## config.mk

```make
export PLATFORM = sky130hd
export DESIGN_NAME = cv_ctrl_ports_flat
export DESIGN_NICKNAME = d
export VERILOG_FILES = /design/src/rtl/cv_ctrl_ports_if.sv /design/src/rtl/cv_ctrl_ports.sv /design/src/flat_wrapper.sv
export SDC_FILE = /design/constraint.sdc
export NUM_CORES = 1
export LEC_CHECK = 0
export BUFFER_PORTS_ARGS = -buffer_cell sky130_fd_sc_hd__buf_2
export CORE_ASPECT_RATIO = 1.1
export CORE_UTILIZATION = 58
export DETAILED_ROUTE_END_ITERATION = 10
export PLACE_DENSITY = 0.81
export SLEW_MARGIN = 15
export SYNTH_ARGS = -nofsm -noshare
export SYNTH_HDL_FRONTEND = slang
export SYNTH_SLANG_ARGS = --single-unit
```

## constraint.sdc

```tcl
create_clock -name clk_i -period 4.7 [get_ports clk_i]
set_input_delay 0.47 -clock clk_i [delete_from_list [all_inputs] [get_ports clk_i]]
set_output_delay 0.47 -clock clk_i [all_outputs]
set_load 0.005 [all_outputs]
```

## src/rtl/cv_ctrl_ports_if.sv

```systemverilog
// Controller-port bus: joystick words, spinner controls, console strobes and DE-9 pin levels.
// The console/host side drives through master; the port front end uses slave.
interface cv_ctrl_ports_if #(
    parameter int unsigned NUM_PORTS = 2
);
    logic [32*NUM_PORTS-1:0] joy_i;
    logic [NUM_PORTS-1:0]    spin_en_i;
    logic [NUM_PORTS-1:0]    spin_stb_i;
    logic [8*NUM_PORTS-1:0]  spin_delta_i;
    logic [NUM_PORTS-1:0]    ctrl_p5_i;
    logic [NUM_PORTS-1:0]    ctrl_p8_i;
    logic [NUM_PORTS-1:0]    ctrl_p1_o;
    logic [NUM_PORTS-1:0]    ctrl_p2_o;
    logic [NUM_PORTS-1:0]    ctrl_p3_o;
    logic [NUM_PORTS-1:0]    ctrl_p4_o;
    logic [NUM_PORTS-1:0]    ctrl_p6_o;
    logic [NUM_PORTS-1:0]    ctrl_p7_o;
    logic [NUM_PORTS-1:0]    ctrl_p9_o;

    modport master (
        output joy_i, spin_en_i, spin_stb_i, spin_delta_i, ctrl_p5_i, ctrl_p8_i,
        input  ctrl_p1_o, ctrl_p2_o, ctrl_p3_o, ctrl_p4_o, ctrl_p6_o, ctrl_p7_o, ctrl_p9_o
    );

    modport slave (
        input  joy_i, spin_en_i, spin_stb_i, spin_delta_i, ctrl_p5_i, ctrl_p8_i,
        output ctrl_p1_o, ctrl_p2_o, ctrl_p3_o, ctrl_p4_o, ctrl_p6_o, ctrl_p7_o, ctrl_p9_o
    );
endinterface

```

## src/rtl/cv_ctrl_ports.sv

```systemverilog
// ColecoVision controller-port front end: debounced joystick/keypad pin mapping per port
// plus Super Action spinner quadrature emulation on p7/p9.
module cv_ctrl_ports #(
    parameter int unsigned NUM_PORTS = 2,
    parameter int unsigned DEB_W     = 4,
    parameter int unsigned SPIN_DIV  = 64
) (
    input  logic           clk_i,
    input  logic           reset_n_i,
    input  logic           clk_en_i,
    cv_ctrl_ports_if.slave bus
);
    localparam int unsigned JOY_W = 20;
    localparam int unsigned ACC_W = 10;
    localparam int unsigned SUM_W = 12;
    localparam int unsigned DIV_W = (SPIN_DIV > 2) ? $clog2(SPIN_DIV) : 1;
    localparam logic [DEB_W-1:0]        DEB_MAX  = '1;
    localparam logic [DIV_W-1:0]        DIV_LAST = DIV_W'(SPIN_DIV - 1);
    localparam logic signed [SUM_W-1:0] ACC_HI   = 12'sd511;
    localparam logic signed [SUM_W-1:0] ACC_LO   = -12'sd511;

    for (genvar p = 0; p < NUM_PORTS; p++) begin : g_port
        logic [JOY_W-1:0]        w_raw;
        logic                    w_unused_hi;
        logic [JOY_W-1:0]        r_last;
        logic [JOY_W-1:0]        r_deb;
        logic [DEB_W-1:0]        r_cnt;
        logic [3:0]              w_key;
        logic [3:0]              w_pins;
        logic                    w_fire;
        logic [3:0]              r_pins;
        logic                    r_p6;
        logic signed [ACC_W-1:0] r_acc;
        logic [1:0]              r_phase;
        logic [DIV_W-1:0]        r_div;
        logic                    r_p7;
        logic                    r_p9;
        logic signed [7:0]       w_delta;
        logic                    w_term;
        logic                    w_step;
        logic signed [SUM_W-1:0] w_inc;
        logic signed [SUM_W-1:0] w_adj;
        logic signed [SUM_W-1:0] w_sum;
        logic signed [ACC_W-1:0] w_acc_nxt;

        assign w_raw       = bus.joy_i[32*p +: JOY_W];
        assign w_unused_hi = ^bus.joy_i[32*p+JOY_W +: 32-JOY_W];

        // Debounce: any raw change restarts the stability count
        always_ff @(posedge clk_i) begin
            if (!reset_n_i) begin
                r_last <= '0;
                r_deb  <= '0;
                r_cnt  <= '0;
            end else begin
                if (w_raw != r_last) begin
                    r_last <= w_raw;
                    r_cnt  <= '0;
                end else if (clk_en_i && (r_cnt != DEB_MAX)) begin
                    r_cnt <= r_cnt + DEB_W'(1);
                end
                if (r_cnt == DEB_MAX) r_deb <= r_last;
            end
        end

        // Keypad priority encoder and select-line combining
        always_comb begin
            w_key = 4'b1111;
            if      (r_deb[8])  w_key = 4'b0011;
            else if (r_deb[9])  w_key = 4'b1110;
            else if (r_deb[10]) w_key = 4'b1101;
            else if (r_deb[11]) w_key = 4'b0110;
            else if (r_deb[12]) w_key = 4'b0001;
            else if (r_deb[13]) w_key = 4'b1001;
            else if (r_deb[14]) w_key = 4'b0111;
            else if (r_deb[15]) w_key = 4'b1100;
            else if (r_deb[16]) w_key = 4'b1000;
            else if (r_deb[17]) w_key = 4'b1011;
            else if (r_deb[6])  w_key = 4'b1010;
            else if (r_deb[7])  w_key = 4'b0101;
            else if (r_deb[18]) w_key = 4'b0100;
            else if (r_deb[19]) w_key = 4'b0010;
            w_pins = (bus.ctrl_p5_i[p] ? 4'b1111 : w_key)
                   & (bus.ctrl_p8_i[p] ? 4'b1111 : ~r_deb[3:0]);
            w_fire = (bus.ctrl_p5_i[p] ? 1'b1 : ~r_deb[5])
                   & (bus.ctrl_p8_i[p] ? 1'b1 : ~r_deb[4]);
        end

        always_ff @(posedge clk_i) begin
            if (!reset_n_i) begin
                r_pins <= 4'b1111;
                r_p6   <= 1'b1;
            end else begin
                r_pins <= w_pins;
                r_p6   <= w_fire;
            end
        end

        assign w_delta = bus.spin_delta_i[8*p +: 8];
        assign w_term  = clk_en_i && (r_div == DIV_LAST);
        assign w_step  = w_term && (r_acc != '0);

        // Accumulate strobed movement, retire one unit per step, clamp symmetric
        always_comb begin
            w_inc = '0;
            w_adj = '0;
            if (bus.spin_stb_i[p]) w_inc = {{(SUM_W-8){w_delta[7]}}, w_delta};
            if (w_step) w_adj = r_acc[ACC_W-1] ? {SUM_W{1'b1}} : SUM_W'(1);
            w_sum = {{(SUM_W-ACC_W){r_acc[ACC_W-1]}}, r_acc} + w_inc - w_adj;
            w_acc_nxt = w_sum[ACC_W-1:0];
            if (w_sum > ACC_HI)      w_acc_nxt = ACC_HI[ACC_W-1:0];
            else if (w_sum < ACC_LO) w_acc_nxt = ACC_LO[ACC_W-1:0];
        end

        // Gray phase: forward 11->10->00->01, reverse the other way
        always_ff @(posedge clk_i) begin
            if (!reset_n_i) begin
                r_acc   <= '0;
                r_phase <= 2'b11;
                r_div   <= '0;
                r_p7    <= 1'b1;
                r_p9    <= 1'b1;
            end else begin
                r_p7 <= bus.spin_en_i[p] ? r_phase[1] : 1'b1;
                r_p9 <= bus.spin_en_i[p] ? r_phase[0] : 1'b1;
                if (!bus.spin_en_i[p]) begin
                    r_acc <= '0;
                    r_div <= '0;
                end else begin
                    r_acc <= w_acc_nxt;
                    if (clk_en_i) r_div <= w_term ? '0 : r_div + DIV_W'(1);
                    if (w_step) begin
                        r_phase <= r_acc[ACC_W-1] ? {~r_phase[0], r_phase[1]}
                                                  : {r_phase[0], ~r_phase[1]};
                    end
                end
            end
        end

        assign bus.ctrl_p1_o[p] = r_pins[3];
        assign bus.ctrl_p2_o[p] = r_pins[2];
        assign bus.ctrl_p3_o[p] = r_pins[1];
        assign bus.ctrl_p4_o[p] = r_pins[0];
        assign bus.ctrl_p6_o[p] = r_p6;
        assign bus.ctrl_p7_o[p] = r_p7;
        assign bus.ctrl_p9_o[p] = r_p9;
    end
endmodule

```

## src/flat_wrapper.sv

```systemverilog
// flat-port wrapper written by rule: the top's interface ports become plain ports
module cv_ctrl_ports_flat 
#(
    parameter int unsigned NUM_PORTS = 2,
    parameter int unsigned DEB_W     = 4,
    parameter int unsigned SPIN_DIV  = 64
)
  (clk_i, reset_n_i, clk_en_i, bus_joy_i, bus_spin_en_i, bus_spin_stb_i, bus_spin_delta_i, bus_ctrl_p5_i, bus_ctrl_p8_i, bus_ctrl_p1_o, bus_ctrl_p2_o, bus_ctrl_p3_o, bus_ctrl_p4_o, bus_ctrl_p6_o, bus_ctrl_p7_o, bus_ctrl_p9_o);
  cv_ctrl_ports_if #(.NUM_PORTS(NUM_PORTS)) bus_i ();
  input  logic clk_i;
  input  logic reset_n_i;
  input  logic clk_en_i;
  input wire logic [$bits(bus_i.joy_i)-1:0] bus_joy_i;
  input wire logic [$bits(bus_i.spin_en_i)-1:0] bus_spin_en_i;
  input wire logic [$bits(bus_i.spin_stb_i)-1:0] bus_spin_stb_i;
  input wire logic [$bits(bus_i.spin_delta_i)-1:0] bus_spin_delta_i;
  input wire logic [$bits(bus_i.ctrl_p5_i)-1:0] bus_ctrl_p5_i;
  input wire logic [$bits(bus_i.ctrl_p8_i)-1:0] bus_ctrl_p8_i;
  output wire logic [$bits(bus_i.ctrl_p1_o)-1:0] bus_ctrl_p1_o;
  output wire logic [$bits(bus_i.ctrl_p2_o)-1:0] bus_ctrl_p2_o;
  output wire logic [$bits(bus_i.ctrl_p3_o)-1:0] bus_ctrl_p3_o;
  output wire logic [$bits(bus_i.ctrl_p4_o)-1:0] bus_ctrl_p4_o;
  output wire logic [$bits(bus_i.ctrl_p6_o)-1:0] bus_ctrl_p6_o;
  output wire logic [$bits(bus_i.ctrl_p7_o)-1:0] bus_ctrl_p7_o;
  output wire logic [$bits(bus_i.ctrl_p9_o)-1:0] bus_ctrl_p9_o;
  assign bus_i.joy_i = bus_joy_i;
  assign bus_i.spin_en_i = bus_spin_en_i;
  assign bus_i.spin_stb_i = bus_spin_stb_i;
  assign bus_i.spin_delta_i = bus_spin_delta_i;
  assign bus_i.ctrl_p5_i = bus_ctrl_p5_i;
  assign bus_i.ctrl_p8_i = bus_ctrl_p8_i;
  assign bus_ctrl_p1_o = bus_i.ctrl_p1_o;
  assign bus_ctrl_p2_o = bus_i.ctrl_p2_o;
  assign bus_ctrl_p3_o = bus_i.ctrl_p3_o;
  assign bus_ctrl_p4_o = bus_i.ctrl_p4_o;
  assign bus_ctrl_p6_o = bus_i.ctrl_p6_o;
  assign bus_ctrl_p7_o = bus_i.ctrl_p7_o;
  assign bus_ctrl_p9_o = bus_i.ctrl_p9_o;
  cv_ctrl_ports #(.NUM_PORTS(NUM_PORTS), .DEB_W(DEB_W), .SPIN_DIV(SPIN_DIV)) u_core (.clk_i(clk_i), .reset_n_i(reset_n_i), .clk_en_i(clk_en_i), .bus(bus_i));
endmodule
```

==> results.py <==
metrics = {
    "outcome": {
        "status": "complete, no violations",
    },
    "floorplan": {
        "fp.dieArea_um2": 12900,
        "die-height_um": 119.0,
        "pin_count": 105,
        "die_width_um": 108.4,
        "core_um2": 12090,
        "fp_rows": 42,
        "initial_core_util": 0.5974,
    },
    "drt": {
        "num_vias": 5857,
        "detailedRoute.firstPassIterationCount": 4,
        "drtAntennaViolNets": 0,
        "detailedRoute.firstIterationViolations": 254,
        "residual_drc_count": 0,
        "route.detailed.wl_per_inst_um": 13.52,
        "wirelength_um": 14670,
        "via_cell_ratio": 5.398,
    },
    "sta": {
        "timing_worst_slew_pin_value_ns": 0.8402,
        "setup_total_negative_slack_ns": 0,
        "report.final.hold_viol_count": 0,
        "timing.fmax_mhz": 229.4,
        "finalCriticalPeriod_ns": 4.359,
        "fin_crit_sh": 0.9275,
        "finClkSkew_ns": 0.01507,
        "fin_ws_ns": 0.3406,
        "final.hold.worst_slack_ns": 0.2734,
        "grt_setup_unrepaired": "no",
        "slew_violations": 0,
        "max-slew-margin-rel": 0.4383,
        "setup_violations": 0,
    },
    "yosys": {
        "syn-instance-count": 841,
        "ys_async_sr_fraction": 0,
        "cell_area_after_synthesis_um2": 7221,
        "synth_edf_count": 0,
        "synth_seq_cells": 138,
        "synthesis.area_per_instance_um2": 8.586,
        "fraction_of_the_yosys_area_taken_by_sequential_cells": 0.3826,
        "synth_flop_cell": "sky130_fd_sc_hd__dfxtp_1",
        "yosysWarningCount": 0,
        "synth_cell_type_count": 54,
        "synth_nets": 980,
    },
    "finish": {
        "layout.cells.most_common": "sky130_fd_sc_hd__dfxtp_1",
        "fillers": 981,
        "top_library_cells_by_usage_in_the_layout_fill_and_taps_aside": "sky130_fd_sc_hd__dfxtp_1, sky130_fd_sc_hd__nand2_1, sky130_fd_sc_hd__buf_2, sky130_fd_sc_hd__inv_1, sky130_fd_sc_hd__nor2_1",
        "register_area_um2": 2763,
        "num_antenna_cells": 0,
        "multi_input_comb_area_um2": 4083,
        "nNetsFinal": 1057,
        "flow.area_growth_from_synthesis_pct": 15.70,
        "finalNonFillerCells": 1085,
        "drive_above_1_share": 0.1407,
    },
    "power_and_ir_drop": {
        "static-leakage-power_nw": 3.349,
        "p_per_area_nw_per_um2": 500.2,
        "power.ir.vdd_worst_mv": 0.3546,
        "overall_power_of_the_completed_layout_mw": 4.179,
    },
    "clock_network": {
        "cts.sinks": 138,
        "cts.clk_slew.worst_paths_ns": 0.06,
        "cts_tree": "done",
        "cts-buffers-inserted": 17,
        "buffer_levels_on_the_longest_clock_path": 2,
        "cts_htree_levels": 4,
        "worst_skew_pair.late_latency_ns": 0.42,
        "clockRootBuffer": "sky130_fd_sc_hd__clkbuf_16",
    },
    "placement": {
        "placement.io_buffers": 80,
        "post_dp_hpwl_um": 10850,
        "post-place-ws_ns": 0.1651,
        "gp_routability_congestion": 0.8812,
        "count_of_placed_standard_cells_including_taps": 1053,
    },
    "critical_path": {
        "cpMaxStageDelayCell": "sky130_fd_sc_hd__a2111o_1",
        "cpPeakStageDelay_ns": 0.48,
        "setup.worst_path.end_class": "flop",
        "regToRegStartpoint": "u_core.g_port[0].r_div[0]",
        "cp_data_required_time_ns": 5.00,
        "cpLargestDelayFamily": "compound AO/OA/AOI/OAI gates",
        "critical_path_arrival_ns": 4.66,
        "cp_max_fanout": 7,
        "timing_worst_setup_path_type": "flop to flop",
        "cp_cell_sequence": "ha_1, nand4_1, nor2_1, nand2_1, inv_1, fa_1, inv_1, ha_1, and3_1, a2111o_1, a31o_4, or4b_4, a32oi_2, o31ai_2, o311a_1",
        "cp_num_buf_inv": 2,
        "critical_path.startpoint_type": "flop",
        "worstSetupStartpoint": "u_core.g_port[0].r_div[0]",
    },
    "global_route": {
        "grt_antenna_before_repair": 0,
        "globalRouteMet3Util": 0.04598,
        "grt_pass1_wl_um": 25190,
        "grt.overflow.total": 0,
        "global_route.peak_usage_layer": "met2",
        "globalRouteMet2Util": 0.4148,
        "grt_pass1_vias": 5660,
        "pin_count_of_the_biggest_net_entering_global_routing": 54,
        "met1_usage": 0.3067,
        "grt.total_usage": 0.2432,
    },
    "run": {
        "cap_viol_max_count": 0,
    },
    "min_path": {
        "min-delay-start": "bus_joy_i[11]",
        "hold_path_class": "input port to flop",
    },
}
-- power by group --
group | leakage (nW) | switching, mW | internal (mW)
logic | 1.93 | 0.858 | 0.637
registers | 1.13 | 0.0572 | 1.25
clock network | 0.287 | 0.532 | 0.845
total | 3.35 | 1.45 | 2.73
-- state kept, by name, indices dropped and copies added (netlist names) --
signal	cells
u_core.g_port.r_cnt	8
u_core.g_port.r_phase	4
u_core.g_port.r_last	40
u_core.g_port.r_p6	2
u_core.g_port.r_deb	40
u_core.g_port.r_p9	2
u_core.g_port.r_pins	8
u_core.g_port.r_div	12
u_core.g_port.r_acc	20
u_core.g_port.r_p7	2
-- layout make-up --
cell class                      count  area share
Clock inverter                     15     0.02276
Tap cell                          154     0.02306
Multi-Input combinational cell    609      0.4887
Sequential cell                   138      0.3307
Clock buffer                       17     0.05092
Timing Repair Buffer               88     0.05511
Inverter                           64     0.02876
-- worst paths after layout --
check / to / slack, ns / cells past startpoint
worst max-delay path: u_core.g_port[0].r_acc[0] / 0.34 / 15
worst min-delay path: u_core.g_port[0].r_last[11] / 0.27 / 2
worst max register to register: u_core.g_port[0].r_acc[0] / 0.34 / 15
worst min register to register: u_core.g_port[1].r_deb[0] / 0.46 / 2
-- kinds of logic after synthesis --
family / share of synthesized area
simple gates: 0.2253
xor+xnor: 0.08369
fa+ha+maj: 0.1040
compound gates: 0.1468
buf+inv: 0.05198
mux: 0.005718
flops: 0.3826
-- cells in the mapped netlist, drive strengths merged (2+ instances only) --
| cell | instances | area [µm²] |
|---|---|---|
| a2111oi | 2 | 17.52 |
| a211o | 2 | 17.52 |
| a211oi | 4 | 30.03 |
| a21boi | 40 | 300.3 |
| a21o | 5 | 37.54 |
| a21oi | 25 | 125.1 |
| a221oi | 4 | 35.03 |
| a31o | 2 | 26.28 |
| a31oi | 6 | 37.54 |
| and2 | 53 | 332.8 |
| and3 | 7 | 43.79 |
| buf | 8 | 52.55 |
| clkbuf | 22 | 82.58 |
| dfxtp | 138 | 2763 |
| fa | 20 | 400.4 |
| ha | 28 | 350.3 |
| inv | 64 | 240.2 |
| mux2i | 3 | 30.03 |
| nand2 | 125 | 469.2 |
| nand2b | 6 | 37.54 |
| nand3 | 21 | 105.1 |
| nand3b | 4 | 30.03 |
| nand4 | 16 | 100.1 |
| nor2 | 53 | 198.9 |
| nor2b | 7 | 43.79 |
| nor3 | 14 | 70.07 |
| nor3b | 3 | 22.52 |
| nor4 | 10 | 62.56 |
| o211ai | 8 | 60.06 |
| o21a | 2 | 15.01 |
| o21ai | 33 | 165.2 |
| o21ba | 2 | 20.02 |
| o22ai | 9 | 56.30 |
| o311a | 2 | 20.02 |
| o31ai | 3 | 27.52 |
| or2 | 2 | 12.51 |
| or3 | 4 | 25.02 |
| or4 | 4 | 30.03 |
| or4b | 3 | 33.78 |
| xnor2 | 46 | 402.9 |
| xor2 | 23 | 201.4 |
-- routing by layer --
metal,routed length [µm],share of wire,vias up
met1,6658,0.45,2711
met5,0,0,-
li1,-,-,2997
met3,554,0.038,18
met2,7216,0.49,131
met4,238,0.016,0
-- repair_timing --
action | 4_1_cts | 5_1_grt
resized for setup | 0 | 1
setup endpoints to repair | 0 | 1
buffers inserted | 0 | 0
hold buffers | 0 | 0
-- stage by stage --
step | area (µm²) | util
2_1_floorplan | 7221 | -
3_3_place_gp | 7739 | 0.6403
3_5_place_dp | 7739 | 0.6403
4_1_cts | 8354 | 0.6912
5_1_grt | 8354 | 0.6912
6_report | 8354 | 0.6912
Note: power is estimated with default switching activity, not from simulation.
